==> config.mk <==
export PLATFORM = sky130hd
export DESIGN_NAME = spi_arbiter
export DESIGN_NICKNAME = d
export VERILOG_FILES = /design/src/rtl/spi_arbiter.sv
export SDC_FILE = /design/constraint.sdc
export NUM_CORES = 1
export LEC_CHECK = 0
export BUFFER_PORTS_ARGS = -buffer_cell sky130_fd_sc_hd__buf_2
export CORE_ASPECT_RATIO = 1.1
export CORE_UTILIZATION = 43
export DETAILED_ROUTE_END_ITERATION = 10
export GPL_ROUTABILITY_DRIVEN = 0
export PLACE_DENSITY = 0.82
export SYNTH_ARGS = -nofsm -noshare
export SYNTH_HDL_FRONTEND = slang
export SYNTH_SLANG_ARGS = --single-unit
==> constraint.sdc <==
create_clock -name clk -period 2.7 [get_ports clk]
set_clock_uncertainty 0.05 [all_clocks]
set_input_delay 0.135 -clock clk [delete_from_list [all_inputs] [get_ports clk]]
set_output_delay 0.135 -clock clk [all_outputs]
set_load 0.03 [all_outputs]
==> src/rtl/spi_arbiter.sv <==
// Round-robin arbiter sharing one SPI master among three requesters.
// Optional BUSY watchdog enabled by defining SPI_ARB_TIMEOUT_EN.
module spi_arbiter #(
  parameter int TIMEOUT = 1024
) (
  input  logic        clk,
  input  logic        rst,
  input  logic [2:0]  req,
  input  logic [47:0] req_data,
  input  logic [8:0]  req_ss,
  output logic [2:0]  gnt,
  output logic [2:0]  done,
  output logic [2:0]  err,
  output logic [7:0]  rdata,
  output logic [15:0] SPI_data,
  output logic [2:0]  ss,
  output logic        wrt_SPI,
  input  logic        SPI_done,
  input  logic [7:0]  SPI_rdata
);

  typedef enum logic [1:0] {IDLE, LAUNCH, BUSY, DONE} state_t;

  state_t      state_q, state_d;
  logic [2:0]  gnt_q, gnt_d;
  logic [2:0]  done_q, done_d;
  logic [7:0]  rdata_q, rdata_d;
  logic [15:0] data_q, data_d;
  logic [2:0]  ss_q, ss_d;
  logic        wrt_q, wrt_d;
  logic [1:0]  last_q, last_d;
  logic [1:0]  cand_s;
  logic [1:0]  win_idx_s;
  logic        win_vld_s;
  logic        hit_s;

`ifdef SPI_ARB_TIMEOUT_EN
  localparam int CW = $clog2(TIMEOUT);
  localparam logic [CW-1:0] CNT_MAX = CW'(TIMEOUT - 1);
  logic [CW-1:0] cnt_q, cnt_d;
  logic [2:0]    err_q, err_d;
`endif

  // Winner search: last+1, last+2, last (mod 3).
  always_comb begin
    win_vld_s = 1'b0;
    win_idx_s = 2'd0;
    cand_s    = 2'd0;
    hit_s     = 1'b0;
    for (int k = 1; k <= 3; k++) begin
      cand_s    = 2'((32'(last_q) + 32'(k)) % 32'd3);
      hit_s     = !win_vld_s && req[cand_s];
      win_idx_s = hit_s ? cand_s : win_idx_s;
      win_vld_s = win_vld_s | hit_s;
    end
  end

  // Next-state and output-register logic.
  always_comb begin
    state_d = state_q;
    gnt_d   = gnt_q;
    done_d  = 3'b000;
    rdata_d = rdata_q;
    data_d  = data_q;
    ss_d    = ss_q;
    wrt_d   = 1'b0;
    last_d  = last_q;
`ifdef SPI_ARB_TIMEOUT_EN
    cnt_d   = cnt_q;
    err_d   = 3'b000;
`endif
    case (state_q)
      IDLE: begin
        if (win_vld_s) begin
          gnt_d   = 3'b001 << win_idx_s;
          data_d  = req_data[{win_idx_s, 4'b0000} +: 16];
          ss_d    = req_ss[32'd3 * 32'(win_idx_s) +: 3];
          last_d  = win_idx_s;
          wrt_d   = 1'b1;
          state_d = LAUNCH;
        end else begin
          state_d = IDLE;
        end
      end
      LAUNCH: begin
`ifdef SPI_ARB_TIMEOUT_EN
        cnt_d   = '0;
`endif
        state_d = BUSY;
      end
      BUSY: begin
        if (SPI_done) begin
          rdata_d = SPI_rdata;
          done_d  = gnt_q;
          state_d = DONE;
        end else begin
`ifdef SPI_ARB_TIMEOUT_EN
          // Expiry is judged on the incremented count so DONE lands TIMEOUT cycles after LAUNCH.
          cnt_d = cnt_q + 1'b1;
          if (cnt_d == CNT_MAX) begin
            done_d  = gnt_q;
            err_d   = gnt_q;
            state_d = DONE;
          end else begin
            state_d = BUSY;
          end
`else
          state_d = BUSY;
`endif
        end
      end
      DONE: begin
        gnt_d   = 3'b000;
        state_d = IDLE;
      end
      default: begin
        gnt_d   = 3'b000;
        state_d = IDLE;
      end
    endcase
  end

  // State and output registers with synchronous reset.
  always_ff @(posedge clk) begin
    if (rst) begin
      state_q <= IDLE;
      gnt_q   <= 3'b000;
      done_q  <= 3'b000;
      rdata_q <= 8'h00;
      data_q  <= 16'h0000;
      ss_q    <= 3'b000;
      wrt_q   <= 1'b0;
      last_q  <= 2'd2;
`ifdef SPI_ARB_TIMEOUT_EN
      cnt_q   <= '0;
      err_q   <= 3'b000;
`endif
    end else begin
      state_q <= state_d;
      gnt_q   <= gnt_d;
      done_q  <= done_d;
      rdata_q <= rdata_d;
      data_q  <= data_d;
      ss_q    <= ss_d;
      wrt_q   <= wrt_d;
      last_q  <= last_d;
`ifdef SPI_ARB_TIMEOUT_EN
      cnt_q   <= cnt_d;
      err_q   <= err_d;
`endif
    end
  end

  assign gnt      = gnt_q;
  assign done     = done_q;
  assign rdata    = rdata_q;
  assign SPI_data = data_q;
  assign ss       = ss_q;
  assign wrt_SPI  = wrt_q;
`ifdef SPI_ARB_TIMEOUT_EN
  assign err      = err_q;
`else
  assign err      = 3'b000;
`endif

endmodule

======== Yosys cells after proc, flatten, opt, wreduce, memory -nomap -nowiden ========
Cells that the tools add are included.
storage, ports and cells
  flip-flop bits (word level) ............. 38
  latch bits .............................. 0
  RAM bits ................................ 0
  ROM bits ................................ 0
  input bits .............................. 71
  logic and storage cells ................. 56
  memories ................................ 0
cells by class
  $add $sub $neg .......................... 3
  multiply operators ...................... 1
  divide/modulo/power cells ............... 3
  $lt $le $gt $ge ......................... 3
  equal/unequal tests ..................... 4
  shifts and indexed selects .............. 3
  multiplexer cells ....................... 15
  bitwise operators ....................... 5
  reductions and logical operators ........ 11
operators with widths
  kind                                                  count
  modulo 32 x 2 -> 32 bit (second input constant)       3
  variable part select 48 x 7 -> 16 bit                 1
  < comparator 2 x 3 -> 1 bit (second input constant)   3
  variable part select 9 x 5 -> 3 bit                   1
  case mux 2 bit (4 select lines)                       1
  adder 2 x 2 -> 3 bit (second input constant)          2
  binary-select mux 1 bit (select 2 bit)                3
  two-way mux 1 bit                                     6
  two-way mux 2 bit                                     3
  case mux 3 bit (2 select lines)                       1
  AND reduction 2 bit                                   3
  equality test 2 bit (second input constant)           2
  multiplier 2 x 2 -> 4 bit (first input constant)      1
  adder 2 x 1 -> 3 bit (second input constant)          1
  two-way mux 3 bit                                     1
  inverter 1 bit                                        3
  OR reduction 3 bit                                    1
  << shifter 1 x 2 -> 3 bit (first input constant)      1
  equality test 2 x 1 -> 1 bit (second input constant)  1
  logical AND 1 bit                                     2
  logical NOT 1 bit                                     2
  logical NOT 2 bit                                     1
  inequality test 2 bit (second input constant)         1
  OR 1 bit                                              2
  other kinds (2)                                       2

======== Longest topological paths before layout ========
  depth after elaboration ................. 13
  depth in mapped cells ................... 11
  gate-level depth less buffers ........... 8

======== Worst setup path after synthesis ========
No wires, ideal clock.
  path kind ............................... register to register
  from .................................... reg last_q[0]
  to ...................................... reg data_q[10], in the netlist SPI_data[10]
  library setup time ...................... 119 ps
  data arrival time ....................... 2110 ps
  slack ................................... 421 ps
  cell stages (with the launch flop) ...... 10
  buffers on the path ..................... 1
  period minus slack after synthesis ...... 2279 ps
  cells stage by stage .................... dfxtp_1 -> inv_1 -> ha_1 -> nand2b_1 -> o21ai_0 -> a21oi_1 -> o31a_1 -> buf_6 -> mux2_4 -> o221a_1
on the way
  word-level cells in the longest chain between the ends .. 11
ends and longest elaborated chain
  what                                                                                 line    text
  start, declared                                                                      31      logic [1:0] last_q, last_d;
  start signal, assigned                                                               146     last_q <= last_d;
  adder 2 x 1 -> 3 bit                                                                 51      cand_s = 2'((32'(last_q) + 32'(k)) % 32'd3);
  modulo 32 x 2 -> 32 bit                                                              51
  binary-select mux 1 bit (select 2 bit)                                               52      hit_s = !win_vld_s && req[cand_s];
  two-way mux 1 bit (not written as such)                                              52
  logical NOT 1 bit                                                                    52
  logical AND 1 bit                                                                    52
  OR 1 bit                                                                             54      win_vld_s = win_vld_s | hit_s;
  logical NOT 1 bit                                                                    52
  logical AND 1 bit                                                                    52
  two-way mux 2 bit / OR 1 bit (equally long branches)                                 53, 54
  variable part select 48 x 7 -> 16 bit / AND reduction 2 bit (equally long branches)  n/a
  end signal, assigned                                                                 143     data_q <= data_d;
  end, declared                                                                        28      logic [15:0] data_q, data_d;
Several ways; a longest one is shown, not always the timed one. The select of a mux whose other input is x is not followed.
A chain may end at the register's enable or synchronous reset.

======== Worst setup path after layout ========
  from .................................... reg last_q[0]
  to ...................................... reg data_q[6], in the netlist SPI_data[6]
The elaborated chain is that of the path after synthesis.

==> metrics.md <==
| Metric | Value |
|---|---|
| Run status | `complete, no violations` |
| Clock tree root buffer cell | `clkbuf_8` |
| Pins Over Slew Limit | `0` |
| Peak supply drop | `0.000739 V` |
| Achievable clock frequency | `404 MHz` |
| Post-synthesis cell type count | `36` |
| Routed len/inst | `13.0 µm` |
| Required time at the endpoint of the critical path | `2.83 ns` |
| Register-to-register path setup slack | `0.22 ns` |
| Number of iterations in the first detailed-routing pass | `4` |
| Net total in the final layout | `402` |
| TritonCTS clock tree | `built` |
| Setup TNS | `0 ns` |
| Synth area leaders | `dfxtp_1 37%, mux2_4 14%, o221a_1 10%, nor2_1 7.8%, ha_1 4.2%` |
| Clock latency on the worst-skew pair | `0.29 ns` |
| Clock Sink Count | `38` |
| Post-CTS Hold Buffers | `0` |
| Main synth FF type | `dfxtp_1` |
| Multiplexer share of the synthesized area | `15.7%` |
| Maximum count of clock buffers along a single path | `2` |
| Ant diodes | `0` |
| Core Rows | `26` |
| Reported leakage power | `1.35 nW` |
| Post-synth top area cell | `dfxtp_1` |
| Final clock period utilization by the worst path | `91.7%` |
| Period minus WS final | `2.48 ns` |
| Effective utilization at floorplan | `44.6%` |
| Pwr per Cell Area | `1290 nW/µm²` |
| DR DRC count | `0` |
| Via count of the first global-routing pass | `1,723` |
| Largest net degree at the start of global routing | `33` |
| Wire length on met3 | `342 µm` |
| Worst path setup slack after routing | `0.224 ns` |
| Initial antenna violation count | `0` |
| Routed wire length | `4940 µm` |
| Number of warnings reported in the yosys synthesis log | `0` |
| Die span in y | `74.9 µm` |
| Wire length on met2 | `2520 µm` |
| Average vias per placed instance | `5.16` |
| Startpoint types | `flip-flop` |
| Top layer reached by signal wires | `met4` |
| Fraction of the mapped netlist area in simple logic gates | `18.4%` |
| Worst hold-check path type | `primary input to flip-flop` |
| Finish-stage setup viols | `0` |
| Highest fanout seen on the critical path | `11` |
| Number of nets with antenna violations after detailed routing | `0` |
| Congestion Overflow GR | `0` |
| Data arrival at the endpoint of the critical path | `2.61 ns` |
| Total of cells resized after clock tree synthesis | `0` |
| Post-CTS repair timing setup buffer count | `0` |
| Dominant combinational cell family by area after synthesis | `compound AO/OA/AOI/OAI gates` |
| Crit path from | `last_q[0]` |
| Number of max-capacitance violations reported | `0` |
| Number of top-level pins | `108` |
| Proportion of netlist area held by the largest area contributor | `36.7%` |
| Number of enable-type register cells in the synthesized netlist | `0` |
| Total Die Area | `5110 µm²` |
| Complex-gate fraction of the synthesized area | `18.5%` |
| Mapped Avg Cell Area | `9.30 µm²` |
| Launching point of the worst reg2reg path | `last_q[0]` |
| Number of register bits inferred by synthesis | `38` |
| Hold Crit Start | `rst` |
| Number of violations reported at the end of detailed-routing iteration 0 | `91` |
| Core area | `4650 µm²` |
| Count of buffers inserted at the top-level ports | `104` |
| Clock-pin slew on the worst setup and hold paths | `0.08 ns` |
| WL met1 | `1970 µm` |
| Adder-Cell Fraction of Synth Area | `4.22%` |
| Global-route wire length before repair | `7330 µm` |
| Via total after detailed routing | `1,966` |
| H-tree depth | `2` |
| Synthesis-to-layout area growth | `30.3%` |
| Xor and xnor fraction of the mapped netlist area | `0%` |
| Kind of end point of the critical path | `flip-flop` |
| Proportion of synthesized flip-flops having asynchronous set or reset | `0%` |
| Sequential-to-total area share from yosys stat | `36.7%` |
| Cell area after technology mapping | `2070 µm²` |
| Half-perimeter wire length of the detailed placement result | `3700 µm` |
| Type of the worst setup path | `flip-flop to flip-flop` |
| Final hold vios | `0` |
| Gr usage total | `19.1%` |
| Horizontal extent of the die | `68.2 µm` |
| Fraction of layout cells with a size suffix above 1 | `43.4%` |
| Number of cells produced by synthesis | `223` |
| Setup repair after global routing missed its margin | `no` |
| DP Worst Slack | `0.227 ns` |
| TritonCTS Buffers | `5` |
==> state kept, by name (all words and copies together) (netlist names) <==
name,cells
last_q,2
gnt,3
SPI_data,16
done,3
ss,3
wrt_SPI,1
rdata,8
state_q,2
==> report_power, final <==
part	leakage, nW	internal [mW]	switching [mW]
Clock	0.0482	0.206	0.200
Combinational	0.992	0.984	1.26
Sequential	0.313	0.747	0.0962
==> synthesized netlist by cell type, drive strengths merged, types with 2 or more instances <==
cell type and n:
inv 7, a21oi 12, mux2 19, o21ai 7, nor3b 4, nor4b 2, nor2b 3, ha 7
buf 10, o221a 19, mux2i 4, a22o 2, nand3b 3, o31a 2, nand2 20, dfxtp 38
nand2b 3, clkbuf 8, nor2 43
==> cell families (layout without fill, tap and decap cells) <==
group / after synthesis / after routing
AO/OA/AOI/OAI: 46 / 46
adder cells (fa/ha/maj): 7 / 7
buffers and inverters: 25 / 125
flip-flops: 38 / 38
multiplexers: 23 / 23
other: 1 / 3
AND/OR/NAND/NOR: 83 / 83
==> per-layer routing <==
| layer | vias to the layer above | global-route usage, % |
|---|---|---|
| li1 | 978 | - |
| met1 | 888 | 20.6 |
| met2 | 87 | 34.2 |
| met3 | 13 | 5.76 |
| met4 | 0 | 8.10 |
| met5 | - | 0 |
==> worst paths after layout <==
check,depth (start not counted),endpoint
setup reg to reg,9,SPI_data[6]
setup / recovery,9,SPI_data[6]
hold reg to reg,2,rdata[1]
hold / removal,2,state_q[0]
==> cell usage in the layout, fill, tap and decap left out, drive strengths merged <==
cell / n
a21oi: 12
clkinv: 1
a21o: 1
nor2: 43
nor3b: 4
a31oi: 1
and2b: 1
nand3b: 3
o31a: 2
buf: 110
nor4b: 2
inv: 7
mux2i: 4
dfxtp: 38
nand2b: 3
o211ai: 1
or2: 1
and2: 1
a32o: 1
mux2: 19
o221a: 19
nand2: 20
conb: 3
nor2b: 3
clkbuf: 7
o21ai: 7
nand3: 1
nor3: 1
ha: 7
a22o: 2
==> stage by stage <==
step                      std cells  hold WS (ns)  total power [mW]  area [µm²]  util [%]
after floorplan                 225         0.221              2.66        2080         -
after global placement          373         0.330              3.05        2610      56.1
after detailed placement        373         0.335              3.10        2610      56.1
after CTS                       381        0.0172              3.52        2700      58.1
after global routing            381        0.0230              3.75        2700      58.1
final                           381        0.0191              3.49        2700      58.1
==> worst max-delay path, cell delays in order (launching register included) <==
cell and delay (ns):
dfxtp_1 0.38, inv_1 0.08, ha_1 0.40, nand2b_1 0.20, o21ai_0 0.14, a21oi_1 0.08
o31a_1 0.30, buf_4 0.21, mux2_4 0.31, o221a_1 0.21
==> cell type report <==
class                           instances  area [µm²]
Inverter                                7        26.3
Sequential cell                        38         761
Clock inverter                          1        5.00
Tap cell                               56        70.1
Fill cell                             413        1950
Clock buffer                            7        86.3
Timing Repair Buffer                  110         566
Multi-Input combinational cell        162        1190
No activity file was read; power rests on OpenSTA's default activity.
